$ cat src/rtl/shift_normalizer.sv
// Iterative normalizer: shifts an operand one bit per clock until it is MSB- or
// LSB-justified, reporting the shift count in the shifter's RLamount encoding.
module shift_normalizer (
   input  logic        clk,
   input  logic        reset_n,
   input  logic        start,
   input  logic        dir,
   input  logic [15:0] in,
   output logic        busy,
   output logic        done,
   output logic [15:0] out,
   output logic [4:0]  RLamount,
   output logic        zero
);

   localparam int unsigned WIDTH = 16;
   localparam int unsigned AMT_W = 5;
   localparam int unsigned CNT_W = AMT_W - 1;

   typedef enum logic [1:0] {
      IDLE  = 2'd0,
      SHIFT = 2'd1,
      DONE  = 2'd2
   } state_t;

   state_t             state;
   logic [WIDTH-1:0]   data;
   logic [CNT_W-1:0]   count;
   logic               dir_q;
   logic               target_set;

   // Bit that must be set for the operand to count as normalized in the current mode.
   assign target_set = dir_q ? data[0] : data[WIDTH-1];

   always_ff @(posedge clk or negedge reset_n) begin
      if (!reset_n) begin
         state    <= IDLE;
         busy     <= 1'b0;
         done     <= 1'b0;
         out      <= '0;
         RLamount <= '0;
         zero     <= 1'b0;
         data     <= '0;
         count    <= '0;
         dir_q    <= 1'b0;
      end else begin
         case (state)
            IDLE, DONE: begin
               done <= 1'b0;
               if (start) begin
                  data  <= in;
                  dir_q <= dir;
                  count <= '0;
                  busy  <= 1'b1;
                  state <= SHIFT;
               end else begin
                  busy  <= 1'b0;
                  state <= IDLE;
               end
            end
            SHIFT: begin
               if (data == '0) begin
                  zero     <= 1'b1;
                  out      <= '0;
                  RLamount <= {dir_q, CNT_W'(0)};
                  busy     <= 1'b0;
                  done     <= 1'b1;
                  state    <= DONE;
               end else if (target_set) begin
                  zero     <= 1'b0;
                  out      <= data;
                  RLamount <= {dir_q, count};
                  busy     <= 1'b0;
                  done     <= 1'b1;
                  state    <= DONE;
               end else begin
                  data <= dir_q ? (data >> 1) : (data << 1);
                  // Cannot exceed 15 for a nonzero operand; saturate anyway.
                  if (count != CNT_W'(WIDTH - 1))
                     count <= count + CNT_W'(1);
               end
            end
            default: begin
               busy  <= 1'b0;
               done  <= 1'b0;
               state <= IDLE;
            end
         endcase
      end
   end

endmodule

$ cat config.mk
export PLATFORM = sky130hd
export DESIGN_NAME = shift_normalizer
export DESIGN_NICKNAME = d
export VERILOG_FILES = /design/src/rtl/shift_normalizer.sv
export SDC_FILE = /design/constraint.sdc
export NUM_CORES = 1
export LEC_CHECK = 0
export ABC_CLOCK_PERIOD_IN_PS = 4340
export CAP_MARGIN = 15
export CORE_MARGIN = 2
export CORE_UTILIZATION = 55
export DETAILED_ROUTE_END_ITERATION = 6
export PLACE_DENSITY = 0.9
export SYNTH_ARGS = -nofsm -noshare
export SYNTH_HDL_FRONTEND = slang
export SYNTH_SLANG_ARGS = --single-unit
$ cat constraint.sdc
create_clock -name clk -period 4.34 [get_ports clk]
set_input_delay 1.302 -clock clk [delete_from_list [all_inputs] [get_ports clk]]
set_output_delay 1.302 -clock clk [all_outputs]
set_load 0.01 [all_outputs]
## After elaboration in Yosys (flattened, before gate mapping)

Cells that the tools add are included.

- Add/sub/neg operators: 1
- Multiply operators: 0
- Divide/modulo/power cells: 0
- Order comparisons: 0
- Eq/ne operators: 8
- Shift operators: 0
- Multiplexer cells: 27
- Bitwise gates (word level): 0
- Reduce and logical (&&, ||, !) cells: 9

Operators with widths:

| cell | number |
|---|---|
| $mux 16 | 6 |
| $pmux 16 s2 | 1 |
| $logic_not 16->1 | 1 |
| $mux 4 | 4 |
| $mux 5 | 2 |
| $mux 1 | 9 |
| $ne 2x2->1 const B | 4 |
| $pmux 4 s2 | 1 |
| $reduce_and 5->1 | 1 |
| $add 4x1->4 const B | 1 |
| $mux 2 | 2 |
| $ne 4x4->1 const B | 1 |
| $pmux 2 s2 | 1 |
| $reduce_and 2->1 | 2 |
| $reduce_and 4->1 | 1 |
| $reduce_bool 2->1 | 2 |
| $ne 3x3->1 const B | 1 |
| $eq 2x1->1 const B | 1 |
| $eq 2x2->1 const B | 1 |
| $logic_not 2->1 | 1 |
| $pmux 1 s2 | 1 |
| $reduce_or 2->1 | 1 |

- Flip-flop bits (word level): 47
- Latch bits: 0
- RAM bits: 0
- ROM bits: 0
- Bits of input ports: 20
- Output and inout bits: 24
- Word-level logic and storage cells: 54
- Memories kept: 0

## Depth between registers and ports, before layout

Gate-level depths: netlist of run 1.

- Word-level depth: 5
- Gate-level depth with buffers: 6
- Mapped depth without buffers: 4

## Worst setup path before layout of run 1

Ideal clock, no wire load.

- Path type: in2reg
- Start point: input start
- End point: register data[10]
- Setup time: 83 ps
- Arrival time: 2,075 ps
- Data required time: 4,257 ps
- Slack: 2,183 ps
- Cell stages on the path: 5
- Path buffers: 2
- Cell sequence: nor2b_1 -> clkbuf_1 -> clkbuf_1 -> a21oi_1 -> o21ai_0

- Word-level cells in the longest chain between the ends: 2

RTL lines:

| item | RTL line | text |
|---|---|---|
| start: declaration | 6 | `input logic start,` |
| $ne 2x2->1 (no line) | n/a |  |
| $reduce_and 4->1 (no line) | n/a |  |
| end signal: assignment | 51 | `data <= in;` |
| end signal: assignment | 77 | `data <= dir_q ? (data >> 1) : (data << 1);` |
| end: declaration | 27 | `logic [WIDTH-1:0] data;` |

Every way passes these cells.
A chain may end at the register's enable or synchronous reset.

==> results.md, run 1 <==
## Pwr
- **fraction of power spent switching nets** 39.5%
- **sw power** 833 uW
- **Tot Pwr** 2.11 mW
- **leakage component of the power** 1.23 nW
- **sequential power share** 37.5%
- **portion of total power attributed to combinational logic** 50.1%
- **power per cell area** 775 nW/um^2
- **Int Power** 1.28 mW
- **clock network fraction of design power** 12.4%
- **VDD IR-drop max** 0.000338 V

## Hold path
- **Worst Hold Path Cells** 1
- **sink of the worst hold path** done$_DFFE_PN0P_
- **Tightest Hold Check Type** reg -> reg
- **start point of the worst min-delay path** done$_DFFE_PN0P_

## Route
- **wire length reported by the detailed router** 4870 um
- **Antenna Nets Post-Route** 0
- **Starting DRT DRC Count** 150
- **drt drc** 0
- **Via Count** 1730
- **Avg Vias per Cell** 6.01
- **router iterations before antenna repair** 4
- **detailed-route wire length per cell** 16.9 um

## Die
- **Initial Utilization** 56.0%
- **I/O pin count** 44
- **num rows** 23
- **area of the placeable core** 3940 sq um
- **Chip Width** 67.3 um
- **Die Footprint** 4530 sq um
- **Die Height** 67.3 um

## Worst setup path
- **R2R Path End** out[9]$_DFFE_PN0P_
- **Largest stage delay, worst path** 570 ps
- **startpoint of the most critical register-to-register path** data[11]$_DFFE_PN0P_
- **master of the slowest instance on the critical path** clkdlybuf4s50_1
- **worst setup slack for register-to-register paths** 2080 ps
- **highest fanout seen on the critical path** 5
- **series of cell instances along the critical path** clkdlybuf4s50_1
- **worst setup path category** reg -> out
- **kind of end point of the critical path** primary output
- **data arrival time of the critical path** 1300 ps
- **cell family with the largest share of critical-path delay** buffers and inverters
- **Critical path buffers and inverters** 1
- **critical path data required time** 3040 ps
- **number of cells on the worst reg-to-reg path** 4
- **kind of start point of the critical path** flip-flop

## Layout
- **post-layout instance count excluding filler cells** 288
- **fraction of layout cells with a size suffix above 1** 11.3%
- **Final Core Density** 69.0%
- **number of fill cells** 304
- **signed area change from the synthesized netlist to the final layout** 23.4%
- **post-route cell area** 2720 sq um
- **nets** 260
- **number of antenna repair diodes** 0
- **multi-input combinational cell area** 973 sq um
- **FF/Latch Area** 1150 sq um

## Synthesis
- **number of enable-type register cells in the synthesized netlist** 0
- **Syn Inst Count** 201
- **proportion of synthesized flip-flops having asynchronous set or reset** 100%
- **sequential fraction of the synthesis area** 52.2%
- **Seq cells post-synth** 46
- **largest family of logic cells by synthesized area** multiplexers
- **syn nets** 222
- **Synth top area share** 52.2%
- **cell accounting for the most synthesized area** dfrtp_1
- **synthesized area divided by synthesized cell count** 11.0 sq um
- **top cells by count, synth** dfrtp_1, nand2_1, o21ai_0, mux2i_1, a21oi_1
- **synth top area cells** dfrtp_1, mux2_4, mux2i_1
- **simple logic cell fraction of the synthesized area** 11.5%
- **number of warnings issued by yosys** 0
- **count of distinct cell types in the synthesized netlist** 30
- **most numerous cell in the Yosys netlist** dfrtp_1
- **Post-Synth XOR/XNOR Area** 0%
- **fraction of the mapped netlist area in adder cells** 0.567%
- **cell area after technology mapping** 2210 sq um
- **complex-gate fraction of the synthesized area** 13.0%
- **multiplexer fraction of the synthesized cell area** 19.0%
- **main flop type after synthesis** dfrtp_1

## Timing
- **worst path setup slack after routing** 1740 ps
- **Final min period** 2600 ps
- **Tightest Pin Transition** 985 ps
- **share of the clock period used by the worst path** 60.0%
- **worst slew margin relative to its limit** 34.3%
- **# setup viols final** 0
- **skew final** 4.74 ps
- **highest achievable clock rate** 384 MHz
- **RSZ-0062 raised after global routing** false
- **summed negative setup slack over all endpoints** 0 ps
- **final max-slew violation count** 0
- **Final Hold Vio Count** 0
- **final worst hold slack** 498 ps

## Placed design
- **RePlAce Congestion** 0.766
- **total placed instance area** 2640 sq um
- **HPWL after detailed placement** 3210 um
- **post-place setup slack** 1530 ps
- **number of buffer cells added on primary ports** 43
- **placed instance count** 282

## GRT
- **largest net degree at the start of global routing** 47
- **vias in the first global route** 1621
- **grt ovf** 0
- **wire length of the first global-routing pass** 8090 um
- **global-route usage over all layers** 24.3%
- **antenna violations before repair** 0

## Clock network
- **root buffer selected by CTS** clkbuf_8
- **Bufs on Longest Clock Path** 2
- **clock buffers created by TritonCTS** 5
- **Post-CTS Setup Repair Bufs** 0
- **clk_lat worst skew** 300 ps
- **H-tree level count** 2
- **total of cells resized after clock tree synthesis** 0
- **clock tree from TritonCTS** yes
- **number of clock sinks seen by CTS** 46
- **number of buffers added to fix hold violations after cts** 0
- **clock-pin slew of the registers on the worst-case setup and hold paths** 80 ps

## Run
- **maximum capacitance violations** 0

## Outcome
- **result of the run** complete, no violations

[cell families after synthesis]
logic type | Yosys count
simple gates | 53
fa+ha+maj | 1
compound gates | 49
mux | 35
flops | 46
buf+inv | 17
[placed cells by master, fill, tap and decap left out, types with 2 or more instances in the layout]
| master | count |
|---|---|
| inv_1 | 3 |
| a22o_1 | 4 |
| clkdlybuf4s50_1 | 42 |
| nand2_1 | 21 |
| a31oi_1 | 2 |
| nand2b_1 | 2 |
| nor2_1 | 3 |
| and3_1 | 2 |
| mux2_4 | 13 |
| mux2i_1 | 19 |
| buf_4 | 2 |
| o21ai_0 | 20 |
| dfrtp_1 | 46 |
| nor3_1 | 15 |
| clkbuf_8 | 6 |
| a21oi_1 | 16 |
| mux2_2 | 3 |
| nor4_1 | 4 |
| nor2b_1 | 3 |
[state kept, by name, summed over array words and instances, names as in the netlist]
register	flops
state	2
out	16
count	4
done	1
RLamount	5
zero	1
dir_q	1
data	16
[worst max path at each step]
stage                         startpoint                   end  slack, ps  cells past startpoint
floorplan                          start  data[10]$_DFFE_PN0P_       2180                      5
global route        state[0]$_DFFE_PN0P_                  busy       1710                      1
global placement                   start  data[15]$_DFFE_PN0P_       1600                      4
finish              state[0]$_DFFE_PN0P_                  busy       1740                      1
detailed placement                 start  data[15]$_DFFE_PN0P_       1530                      4
CTS                 state[0]$_DFFE_PN0P_                  busy       1750                      1
[power by group through the flow]
stage / clock network (mW) / registers [mW] / logic (mW)
floorplan: 0 / 0.794 / 0.705
global placement: 0 / 0.789 / 1.02
detailed placement: 0 / 0.796 / 1.05
CTS: 0.261 / 0.789 / 1.06
global route: 0.278 / 0.817 / 1.16
finish: 0.262 / 0.791 / 1.06
[area by class of cell]
class | instances | area share (%)
Clock buffer | 6 | 3.03
Multi-Input combinational cell | 138 | 35.8
Timing Repair Buffer | 45 | 16.2
Sequential cell | 46 | 42.3
Inverter | 3 | 0.414
Tap cell | 50 | 2.30
[worst reg2reg max path, cell delays in order, from the launching register on]
cell     delay, ps
dfrtp_1        440
nor4_1         520
a41o_2         370
nand2_2        370
mux2_4         460
[per-layer routing]
metal	vias to the layer above	GRT usage, %	share of wire, %
met5	-	0	0
met4	0	13.3	2.7
met3	12	4.17	5.1
met2	69	36.1	49
met1	855	34.0	43
li1	794	-	-
Power figures use the tool's default switching activity.
==> run 2: changes to the inputs <==
Settings changed: ABC_CLOCK_PERIOD_IN_PS 4340 to 2100, CORE_UTILIZATION 55 to 46, PLACE_DENSITY 0.9 to 0.81.
Clock period 4.34 ns to 2.1 ns, I/O delays scaled along.
==> run 2 against run 1 <==
  * Power is 120% higher
  * Via count down 0.40%
  * Final area increased by 5.1%
  * Critical path type unchanged
  * Largest power group unchanged
  * Clock skew grew 5.0 ps
==> results.md, run 2 (synthesized netlist as in run 1, its figures left out) <==
## Outcome
- **result of the run** complete, no violations

## Worst setup path
- **data arrival time of the critical path** 1290 ps, about the same
- **Largest stage delay, worst path** 560 ps, about the same
- **logic depth of the worst path, buffers included** 1, unchanged
- **startpoint of the most critical register-to-register path** data[3]$_DFFE_PN0P_
- **series of cell instances along the critical path** clkdlybuf4s50_1
- **highest fanout seen on the critical path** 5, unchanged
- **master of the slowest instance on the critical path** clkdlybuf4s50_1
- **Critical path buffers and inverters** 1, unchanged
- **cell family with the largest share of critical-path delay** buffers and inverters
- **worst setup slack for register-to-register paths** 180 ps, -1900 ps
- **Worst Setup EP** busy
- **critical path data required time** 1470 ps, -1570 ps
- **start point of the critical path** state[0]$_DFFE_PN0P_
- **kind of end point of the critical path** primary output
- **number of cells on the worst reg-to-reg path** 6, +2
- **kind of start point of the critical path** flip-flop
- **R2R Path End** out[10]$_DFFE_PN0P_
- **worst setup path category** reg -> out

## Layout
- **signed area change from the synthesized netlist to the final layout** 29.7%
- **number of fill cells** 387, +27%
- **number of antenna repair diodes** 0, unchanged
- **top flop regs** data (16), out (16), RLamount (5)
- **most frequent standard cell in the layout excluding fill and tap cells** dfrtp_1
- **nets** 272, +4.6%
- **post-route cell area** 2860 sq um, +5.1%
- **fraction of layout cells with a size suffix above 1** 17.1%, +5.8 points
- **top library cells by usage in the layout, fill and taps aside** dfrtp_1, clkdlybuf4s50_1, nand2_1, o21ai_0, mux2i_1

## Placed design
- **RePlAce Congestion** 0.824, +7.6%
- **HPWL after detailed placement** 3480 um, +8.4%
- **total placed instance area** 2730 sq um, +3.6%
- **number of buffer cells added on primary ports** 43, unchanged

## Hold path
- **Tightest Hold Check Type** in -> async

## Timing
- **worst slew margin relative to its limit** 63.9%, +30 points
- **summed negative setup slack over all endpoints** 0 ps, unchanged
- **share of the clock period used by the worst path** 91.6%
- **Tightest Pin Transition** 541 ps, -444 ps
- **final max-slew violation count** 0, unchanged
- **RSZ-0062 raised after global routing** false
- **Final Hold Vio Count** 0, unchanged
- **highest achievable clock rate** 520 MHz
- **final worst hold slack** 303 ps, -195 ps
- **# setup viols final** 0, unchanged
- **Final min period** 1920 ps
- **skew final** 9.71 ps, +4.97 ps

## Clock network
- **number of buffers added to fix hold violations after cts** 0, unchanged
- **clock-pin slew of the registers on the worst-case setup and hold paths** 90 ps, about the same
- **Post-CTS Setup Repair Bufs** 0, unchanged
- **clock buffers created by TritonCTS** 5, unchanged
- **clock tree from TritonCTS** yes
- **total of cells resized after clock tree synthesis** 0, unchanged
- **root buffer selected by CTS** clkbuf_8
- **Bufs on Longest Clock Path** 2, unchanged
- **H-tree level count** 2, unchanged
- **clk_lat worst skew** 300 ps, about the same
- **number of clock sinks seen by CTS** 46, unchanged

## Route
- **drt drc** 0, unchanged
- **Via Count** 1723, -0.40%
- **wire length reported by the detailed router** 5020 um, +3.1%
- **post-route met1 wirelength** 2360 um, +11%
- **Starting DRT DRC Count** 128, -15%
- **router iterations before antenna repair** 4, unchanged
- **DR WL met2** 2370 um, -0.34%
- **Antenna Nets Post-Route** 0, unchanged
- **met3 wire length** 195 um, -21%
- **Avg Vias per Cell** 5.65, -6.0%
- **detailed-route wire length per cell** 16.5 um, -2.7%
- **highest metal used** met4

## Pwr
- **VDD IR-drop max** 0.000738 V, +120%
- **Tot Pwr** 4.67 mW, +120%
- **leakage component of the power** 1.31 nW, +5.9%
- **power per cell area** 1630 nW/um^2, +110%

## Die
- **Die Height** 73.3 um, +8.8%
- **Initial Utilization** 47.3%, -8.6 points
- **I/O pin count** 44, unchanged
- **area of the placeable core** 4660 sq um, +18%
- **num rows** 25, +8.7%
- **Die Footprint** 5370 sq um, +18%
- **Chip Width** 73.3 um, +8.8%

## GRT
- **largest net degree at the start of global routing** 26, -45%
- **antenna violations before repair** 0, unchanged
- **wire length of the first global-routing pass** 8450 um, +4.5%
- **global-route usage over all layers** 20.9%, -3.5 points
- **vias in the first global route** 1697, +4.7%
- **grt ovf** 0, unchanged

## Run
- **maximum capacitance violations** 0, unchanged

-- run 2: changes by cell type in the layout (fill, tap and decap cells not counted) --
cell / change
nor2_2: +1
buf_4: +12
bufinv_16: +1
nor4_1: -2
nor4_2: +2
nor2_1: -1
-- run 2: layout make-up --
type	count	area (sq um)	share of cell area, %
well taps	54	67.6	2.36
flip-flops and latches	46	1150	40.2
inverters	3	11.3	0.394
repair buffers	57	531	18.5
clock inverters	1	30.0	1.05
clock buffers	6	82.6	2.89
multi-input cells	138	988	34.5
-- run 2: power by group --
part	internal [mW]	leakage (nW)	switching, mW
registers	1.28	0.581	0.379
logic	1.22	0.667	1.11
clock network	0.381	0.0573	0.294
-- run 2: how the worst min path moves through the flow --
stage	startpoint	to	slack, ps	cells after the start
global route	reset_n	data[15]$_DFFE_PN0P_	340	1
finish	reset_n	data[15]$_DFFE_PN0P_	300	1
detailed placement	out[9]$_DFFE_PN0P_	out[9]$_DFFE_PN0P_	490	1
floorplan	reset_n	RLamount[0]$_DFFE_PN0P_	330	0
global placement	RLamount[3]$_DFFE_PN0P_	RLamount[3]$_DFFE_PN0P_	490	1
CTS	reset_n	data[15]$_DFFE_PN0P_	320	1
-- run 2: per-stage QoR --
step           instances  worst slack, ps  util (%)
2_1_floorplan        201              336         -
3_3_place_gp         298             95.7      58.7
3_5_place_dp         298             49.5      58.7
4_1_cts              305             50.4      61.1
5_1_grt              305             48.4      61.4
6_report             305              176      61.4
-- run 2: worst register-to-register path: stages, from the launching register on --
cell and delay, ps:
dfrtp_1 430, nor4_1 320, buf_4 180, a41o_2 270
nand2_2 70, buf_4 210, mux2_4 320
-- run 2: per-layer routing --
layer,up-vias,track usage [%]
li1,818,-
met1,844,29.8
met2,53,31.1
met3,8,3.98
met4,0,8.64
met5,-,0
